[src/rtl/nco_pkg.sv]
// Shared state encoding and default widths for the NCO wavetable controller.
package nco_pkg;

  localparam int NCO_ADDR_W  = 8;
  localparam int NCO_DATA_W  = 16;
  localparam int NCO_PHASE_W = 16;

  typedef enum logic [1:0] {
    IDLE = 2'd0,
    LOAD = 2'd1,
    RUN  = 2'd2
  } nco_state_t;

endpackage

[src/rtl/nco_table_ctrl_if.sv]
// Host sample stream feeding the wavetable loader (valid/ready).
interface nco_table_ctrl_if
  import nco_pkg::*;
#(
  parameter int DATA_W = NCO_DATA_W
);

  logic              s_valid;
  logic [DATA_W-1:0] s_data;
  logic              s_ready;

  modport master (output s_valid, output s_data, input s_ready);
  modport slave  (input s_valid, input s_data, output s_ready);

endinterface

[src/rtl/nco_phase_acc.sv]
// Wrapping phase accumulator; clear has priority over enable.
module nco_phase_acc
  import nco_pkg::*;
#(
  parameter int PHASE_W = NCO_PHASE_W
) (
  input  logic               clk,
  input  logic               rst_n,
  input  logic               clear,
  input  logic               enable,
  input  logic [PHASE_W-1:0] phase_inc,
  output logic [PHASE_W-1:0] phase
);

  logic [PHASE_W-1:0] phase_q, phase_d;

  always_comb begin
    phase_d = phase_q;
    if (clear) begin
      phase_d = '0;
    end else if (enable) begin
      phase_d = phase_q + phase_inc;
    end
  end

  always_ff @(posedge clk or negedge rst_n) begin
    if (!rst_n) begin
      phase_q <= '0;
    end else begin
      phase_q <= phase_d;
    end
  end

  assign phase = phase_q;

endmodule

[src/rtl/nco_table_ctrl.sv]
// Wavetable controller: loads the table from a host stream into RAM port 0,
// then plays it back through port 1 driven by a phase accumulator.
module nco_table_ctrl
  import nco_pkg::*;
#(
  parameter int ADDR_W  = NCO_ADDR_W,
  parameter int DATA_W  = NCO_DATA_W,
  parameter int PHASE_W = NCO_PHASE_W
) (
  input  logic               clk,
  input  logic               rst_n,
  input  logic               load_start,
  nco_table_ctrl_if.slave    host,
  input  logic               run_en,
  input  logic [PHASE_W-1:0] phase_inc,
  output logic               table_valid,
  output logic               load_done,
  output logic               csb0,
  output logic [ADDR_W-1:0]  addr0,
  output logic [DATA_W-1:0]  din0,
  output logic               csb1,
  output logic [ADDR_W-1:0]  addr1,
  input  logic [DATA_W-1:0]  dout1,
  output logic [DATA_W-1:0]  sample_out,
  output logic               sample_valid
);

  nco_state_t         state_q, state_d;
  logic [ADDR_W-1:0]  wr_ptr_q;
  logic               s_ready_q, table_valid_q, load_done_q, last_q;
  logic               csb0_q, csb1_q, run_d1_q, sample_valid_q;
  logic [ADDR_W-1:0]  addr0_q;
  logic [DATA_W-1:0]  din0_q, sample_out_q;
  logic [PHASE_W-1:0] phase;
  logic               beat, last_beat, start_load, enter_run, stay_run;
  logic               phase_unused;

  assign beat       = (state_q == LOAD) && host.s_valid && s_ready_q;
  assign last_beat  = beat && (wr_ptr_q == '1);
  assign start_load = (state_q != LOAD) && (state_d == LOAD);
  assign enter_run  = (state_q != RUN) && (state_d == RUN);
  assign stay_run   = (state_q == RUN) && (state_d == RUN);

  always_comb begin
    state_d = state_q;
    unique case (state_q)
      IDLE: begin
        if (load_start) begin
          state_d = LOAD;
        end else if (run_en && table_valid_q) begin
          state_d = RUN;
        end
      end
      LOAD: if (last_beat) state_d = IDLE;
      RUN: begin
        if (load_start) begin
          state_d = LOAD;
        end else if (!run_en) begin
          state_d = IDLE;
        end
      end
      default: state_d = IDLE;
    endcase
  end

  always_ff @(posedge clk or negedge rst_n) begin
    if (!rst_n) begin
      state_q        <= IDLE;
      wr_ptr_q       <= '0;
      s_ready_q      <= 1'b0;
      table_valid_q  <= 1'b0;
      load_done_q    <= 1'b0;
      last_q         <= 1'b0;
      csb0_q         <= 1'b1;
      addr0_q        <= '0;
      din0_q         <= '0;
      csb1_q         <= 1'b1;
      run_d1_q       <= 1'b0;
      sample_valid_q <= 1'b0;
      sample_out_q   <= '0;
    end else begin
      state_q <= state_d;
      // load_done and table_valid trail the final write by one cycle
      last_q      <= last_beat;
      load_done_q <= last_q;
      if (last_q) table_valid_q <= 1'b1;
      if (last_beat) s_ready_q <= 1'b0;

      csb0_q <= !beat;
      if (beat) begin
        addr0_q  <= wr_ptr_q;
        din0_q   <= host.s_data;
        wr_ptr_q <= wr_ptr_q + ADDR_W'(1);
      end

      if (start_load) begin
        s_ready_q     <= 1'b1;
        table_valid_q <= 1'b0;
        wr_ptr_q      <= '0;
      end

      // Any exit from RUN flushes the read pipeline so stale dout1 is never flagged
      csb1_q         <= (state_d != RUN);
      run_d1_q       <= stay_run;
      sample_valid_q <= run_d1_q && (state_d == RUN);
      if (run_d1_q && (state_d == RUN)) sample_out_q <= dout1;
    end
  end

  nco_phase_acc #(.PHASE_W(PHASE_W)) u_phase_acc (
    .clk       (clk),
    .rst_n     (rst_n),
    .clear     (enter_run),
    .enable    (state_q == RUN),
    .phase_inc (phase_inc),
    .phase     (phase)
  );

  assign phase_unused = ^phase;

  assign host.s_ready = s_ready_q;
  assign table_valid  = table_valid_q;
  assign load_done    = load_done_q;
  assign csb0         = csb0_q;
  assign addr0        = addr0_q;
  assign din0         = din0_q;
  assign csb1         = csb1_q;
  assign addr1        = phase[PHASE_W-1 -: ADDR_W];
  assign sample_out   = sample_out_q;
  assign sample_valid = sample_valid_q;

endmodule

[src/flat_wrapper.sv]
// flat-port wrapper written by rule: the top's interface ports become plain ports
module nco_table_ctrl_flat import nco_pkg::*;
#(
  parameter int ADDR_W  = NCO_ADDR_W,
  parameter int DATA_W  = NCO_DATA_W,
  parameter int PHASE_W = NCO_PHASE_W
)
  (clk, rst_n, load_start, run_en, phase_inc, table_valid, load_done, csb0, addr0, din0, csb1, addr1, dout1, sample_out, sample_valid, host_s_valid, host_s_data, host_s_ready);
  nco_table_ctrl_if #(.DATA_W(DATA_W)) host_i ();
  input  logic clk;
  input  logic rst_n;
  input  logic load_start;
  input  logic run_en;
  input  logic [PHASE_W-1:0] phase_inc;
  output logic table_valid;
  output logic load_done;
  output logic csb0;
  output logic [ADDR_W-1:0] addr0;
  output logic [DATA_W-1:0] din0;
  output logic csb1;
  output logic [ADDR_W-1:0] addr1;
  input  logic [DATA_W-1:0] dout1;
  output logic [DATA_W-1:0] sample_out;
  output logic sample_valid;
  input wire logic [$bits(host_i.s_valid)-1:0] host_s_valid;
  input wire logic [$bits(host_i.s_data)-1:0] host_s_data;
  output wire logic [$bits(host_i.s_ready)-1:0] host_s_ready;
  assign host_i.s_valid = host_s_valid;
  assign host_i.s_data = host_s_data;
  assign host_s_ready = host_i.s_ready;
  nco_table_ctrl #(.ADDR_W(ADDR_W), .DATA_W(DATA_W), .PHASE_W(PHASE_W)) u_core (.clk(clk), .rst_n(rst_n), .load_start(load_start), .host(host_i), .run_en(run_en), .phase_inc(phase_inc), .table_valid(table_valid), .load_done(load_done), .csb0(csb0), .addr0(addr0), .din0(din0), .csb1(csb1), .addr1(addr1), .dout1(dout1), .sample_out(sample_out), .sample_valid(sample_valid));
endmodule
[config.mk]
export PLATFORM = sky130hd
export DESIGN_NAME = nco_table_ctrl_flat
export DESIGN_NICKNAME = d
export VERILOG_FILES = /design/src/rtl/nco_pkg.sv /design/src/rtl/nco_table_ctrl_if.sv /design/src/rtl/nco_phase_acc.sv /design/src/rtl/nco_table_ctrl.sv /design/src/flat_wrapper.sv
export SDC_FILE = /design/constraint.sdc
export NUM_CORES = 1
export LEC_CHECK = 0
export CAP_MARGIN = 10
export CORE_UTILIZATION = 40
export DETAILED_ROUTE_END_ITERATION = 8
export PLACE_DENSITY = 0.69
export SYNTH_ARGS = -nofsm -noshare
export SYNTH_HDL_FRONTEND = slang
export SYNTH_SLANG_ARGS = --single-unit
[constraint.sdc]
create_clock -name clk -period 6.08 [get_ports clk]
set_input_delay 1.52 -clock clk [delete_from_list [all_inputs] [get_ports clk]]
set_output_delay 1.52 -clock clk [all_outputs]
set_load 0.005 [all_outputs]
==> metrics <==
status finished, final reports clean; Syn Nets 434; IO buf count 106; synthesized flop and latch total 74; Fmax roughly 260 MHz; Slew headroom 0.331; Num CTS Buffers 9; routability-driven placement congestion ratio 0.855; total die area 0.00949 mm^2; fin crit share 0.628; Max-cap violations 0; Worst-Margin Slew 1.00 ns; hold buffer count at cts 0; Die H 97.4 um; clock buffer depth 2; commonest non-fill, non-tap cells in the layout 105 x clkdlybuf4s50_1, 98 x nand2_1, 72 x dfrtp_1; setup TNS 0 ns; sequential area share after synthesis 0.509; GR Util All Layers 0.179; row cnt 34; Ys Warns 0; TritonCTS clock tree yes; Pwr per Cell Area about 320 mW/mm^2; Starting Density 0.416; final setup fails 0; vias post-DR 2845; gr ovfl total 0; multi-input gate area in the final layout 0.00164 mm^2; hold crit path type reg -> reg; Top FF cell, synth dfrtp_1; WP data arrival between 4 and 5 ns; die span in x 97.4 um; drc violations 0; crit path launch type input port; Max VDD drop 0.196 mV; diode count 0; Worst-Skew Late Latency 0.35 ns; final hold vios 0; placed insts 560; first-pass GRT wire length 13.6 mm; asr flop ratio synth 1.00; initial antenna violation count 0; Post-Route WL 8.05 mm; Crit Path Category in -> reg; commonest non-fill, non-tap cell in the layout clkdlybuf4s50_1; DR WL/cell 14.0 um; R2R setup slack 3.23 ns; IO Count 107; sequential cell area 0.00185 mm^2; unrepaired setup endpoints after global routing no; Detailed Route Iter0 Violations between 80 and 90; critical path capture point type flop; total core area 0.00876 mm^2; post-synthesis instance total 364; Post-DRT Antenna Nets 0; Synth Cell Area between 0.003 and 0.004 mm^2; WP data required between 6 and 7 ns; post-DP HPWL 5.62 mm; nets 533; number of global-route vias before repair 2831; CTS clk-pin slew, worst paths 0.08 ns; CP max FO 30; largest net degree at the start of global routing between 70 and 80; Max H-tree Level 3; DRT Pass-1 Iters 4; Via-to-Cell Ratio 4.94; final cell count without fillers approximately 580; count of different cell masters after synthesis 45; clk root buf clkbuf_8; CTS resizes 0; Final Skew 0.0114 ns; Leak 2.33 nW; Filler cells 782; synthesis-to-finish area growth 36.1%; Sink Count 74; post-CTS setup buffer count 0; Avg Inst Size Synth 10.0 um^2; Final Max Slew Viols 0; Post-synth EDFFs 0; layout cells sized above 1 0.0855; minimum clock period roughly 3.8 ns
==> sequential cells by signal (all words and copies together) (netlist names) <==
name                      cells
u_core.din0                  16
u_core.sample_out            16
u_core.u_phase_acc.phase     16
u_core.addr0                  8
u_core.wr_ptr_q               8
u_core.state_q                2
u_core.csb0                   1
u_core.csb1                   1
u_core.host.s_ready           1
u_core.last_q                 1
u_core.load_done              1
u_core.run_d1_q               1
u_core.sample_valid           1
u_core.table_valid            1
==> cells in the mapped netlist, types with 4 or more instances <==
cell type	n	area (um^2)
clkbuf_1	5	18.8
buf_4	8	60.1
o21ai_0	27	135
a21oi_1	17	85.1
mux2_2	7	78.8
dfrtp_1	72	1800
mux2_4	9	135
xor2_1	6	52.6
nand2_1	98	368
xnor2_1	10	87.6
ha_1	16	200
nor2_1	17	63.8
nand3_1	9	45.0
nand4_1	4	25.0
or3_1	4	25.0
inv_1	6	22.5
nand2b_1	4	25.0
==> logic make-up after synthesis <==
group / share of synthesized area
AO/OA/AOI/OAI: 0.110
adder cells (fa/ha/maj): 0.0604
XOR/XNOR: 0.0385
AND/OR/NAND/NOR: 0.173
multiplexers: 0.0670
buffers and inverters: 0.0416
flip-flops: 0.509
==> critical path, stage by stage <==
cell	delay [ns]
clkdlybuf4s50_1	0.44
and3_1	0.81
clkinv_1	0.90
o21ai_0	0.38
==> worst paths after layout <==
kind / cells after the start / startpoint / end
max in group asynchronous: 1 / rst_n / u_core.u_phase_acc.phase[12]$_DFFE_PN0P_
worst max-delay path: 4 / host_s_valid / u_core.addr0[7]$_DFFE_PN0P_
worst min register to register: 0 / u_core.last_q$_DFF_PN0_ / u_core.load_done$_DFF_PN0_
worst max register to register: 4 / u_core.state_q[1]$_DFF_PN0_ / u_core.addr0[7]$_DFFE_PN0P_
min in group asynchronous: 1 / rst_n / u_core.u_phase_acc.phase[6]$_DFFE_PN0P_
worst min-delay path: 0 / u_core.last_q$_DFF_PN0_ / u_core.load_done$_DFF_PN0_
==> layer usage <==
layer | wire (um) | global-route usage | vias up
li1 | - | - | 1418
met3 | 466 | 0.0482 | 12
met4 | 88 | 0.0577 | 0
met1 | 3730 | 0.243 | 1335
met5 | 0 | 0 | -
met2 | 3770 | 0.279 | 80
==> metrics by stage <==
step | utilization | setup slack, ns | power (mW) | cell area (um^2) | hold WS, ns
floorplan | - | 2.76 | 0.965 | 3640 | 0.355
global placement | 0.539 | 1.91 | 1.15 | 4720 | 0.364
detailed placement | 0.539 | 1.86 | 1.16 | 4720 | 0.368
CTS | 0.566 | 2.21 | 1.62 | 4960 | 0.386
global route | 0.566 | 1.81 | 1.71 | 4960 | 0.409
finish | 0.566 | 2.26 | 1.60 | 4960 | 0.386
==> report_power, final <==
group	leakage, nW	internal (mW)	switching, mW	total (mW)
Combinational	1.25	0.268	0.242	0.511
Clock	0.120	0.267	0.187	0.454
Sequential	0.953	0.574	0.0636	0.638
Total	2.33	1.11	0.493	1.60
==> final cells by class <==
| type | instances | area share |
|---|---|---|
| flip-flops and latches | 74 | 0.374 |
| well taps | 108 | 0.0273 |
| clock buffers | 13 | 0.0341 |
| inverters | 8 | 0.00707 |
| multi-input cells | 264 | 0.330 |
| clock inverters | 3 | 0.0139 |
| repair buffers | 106 | 0.213 |
Note: power is estimated with default switching activity, not from simulation.
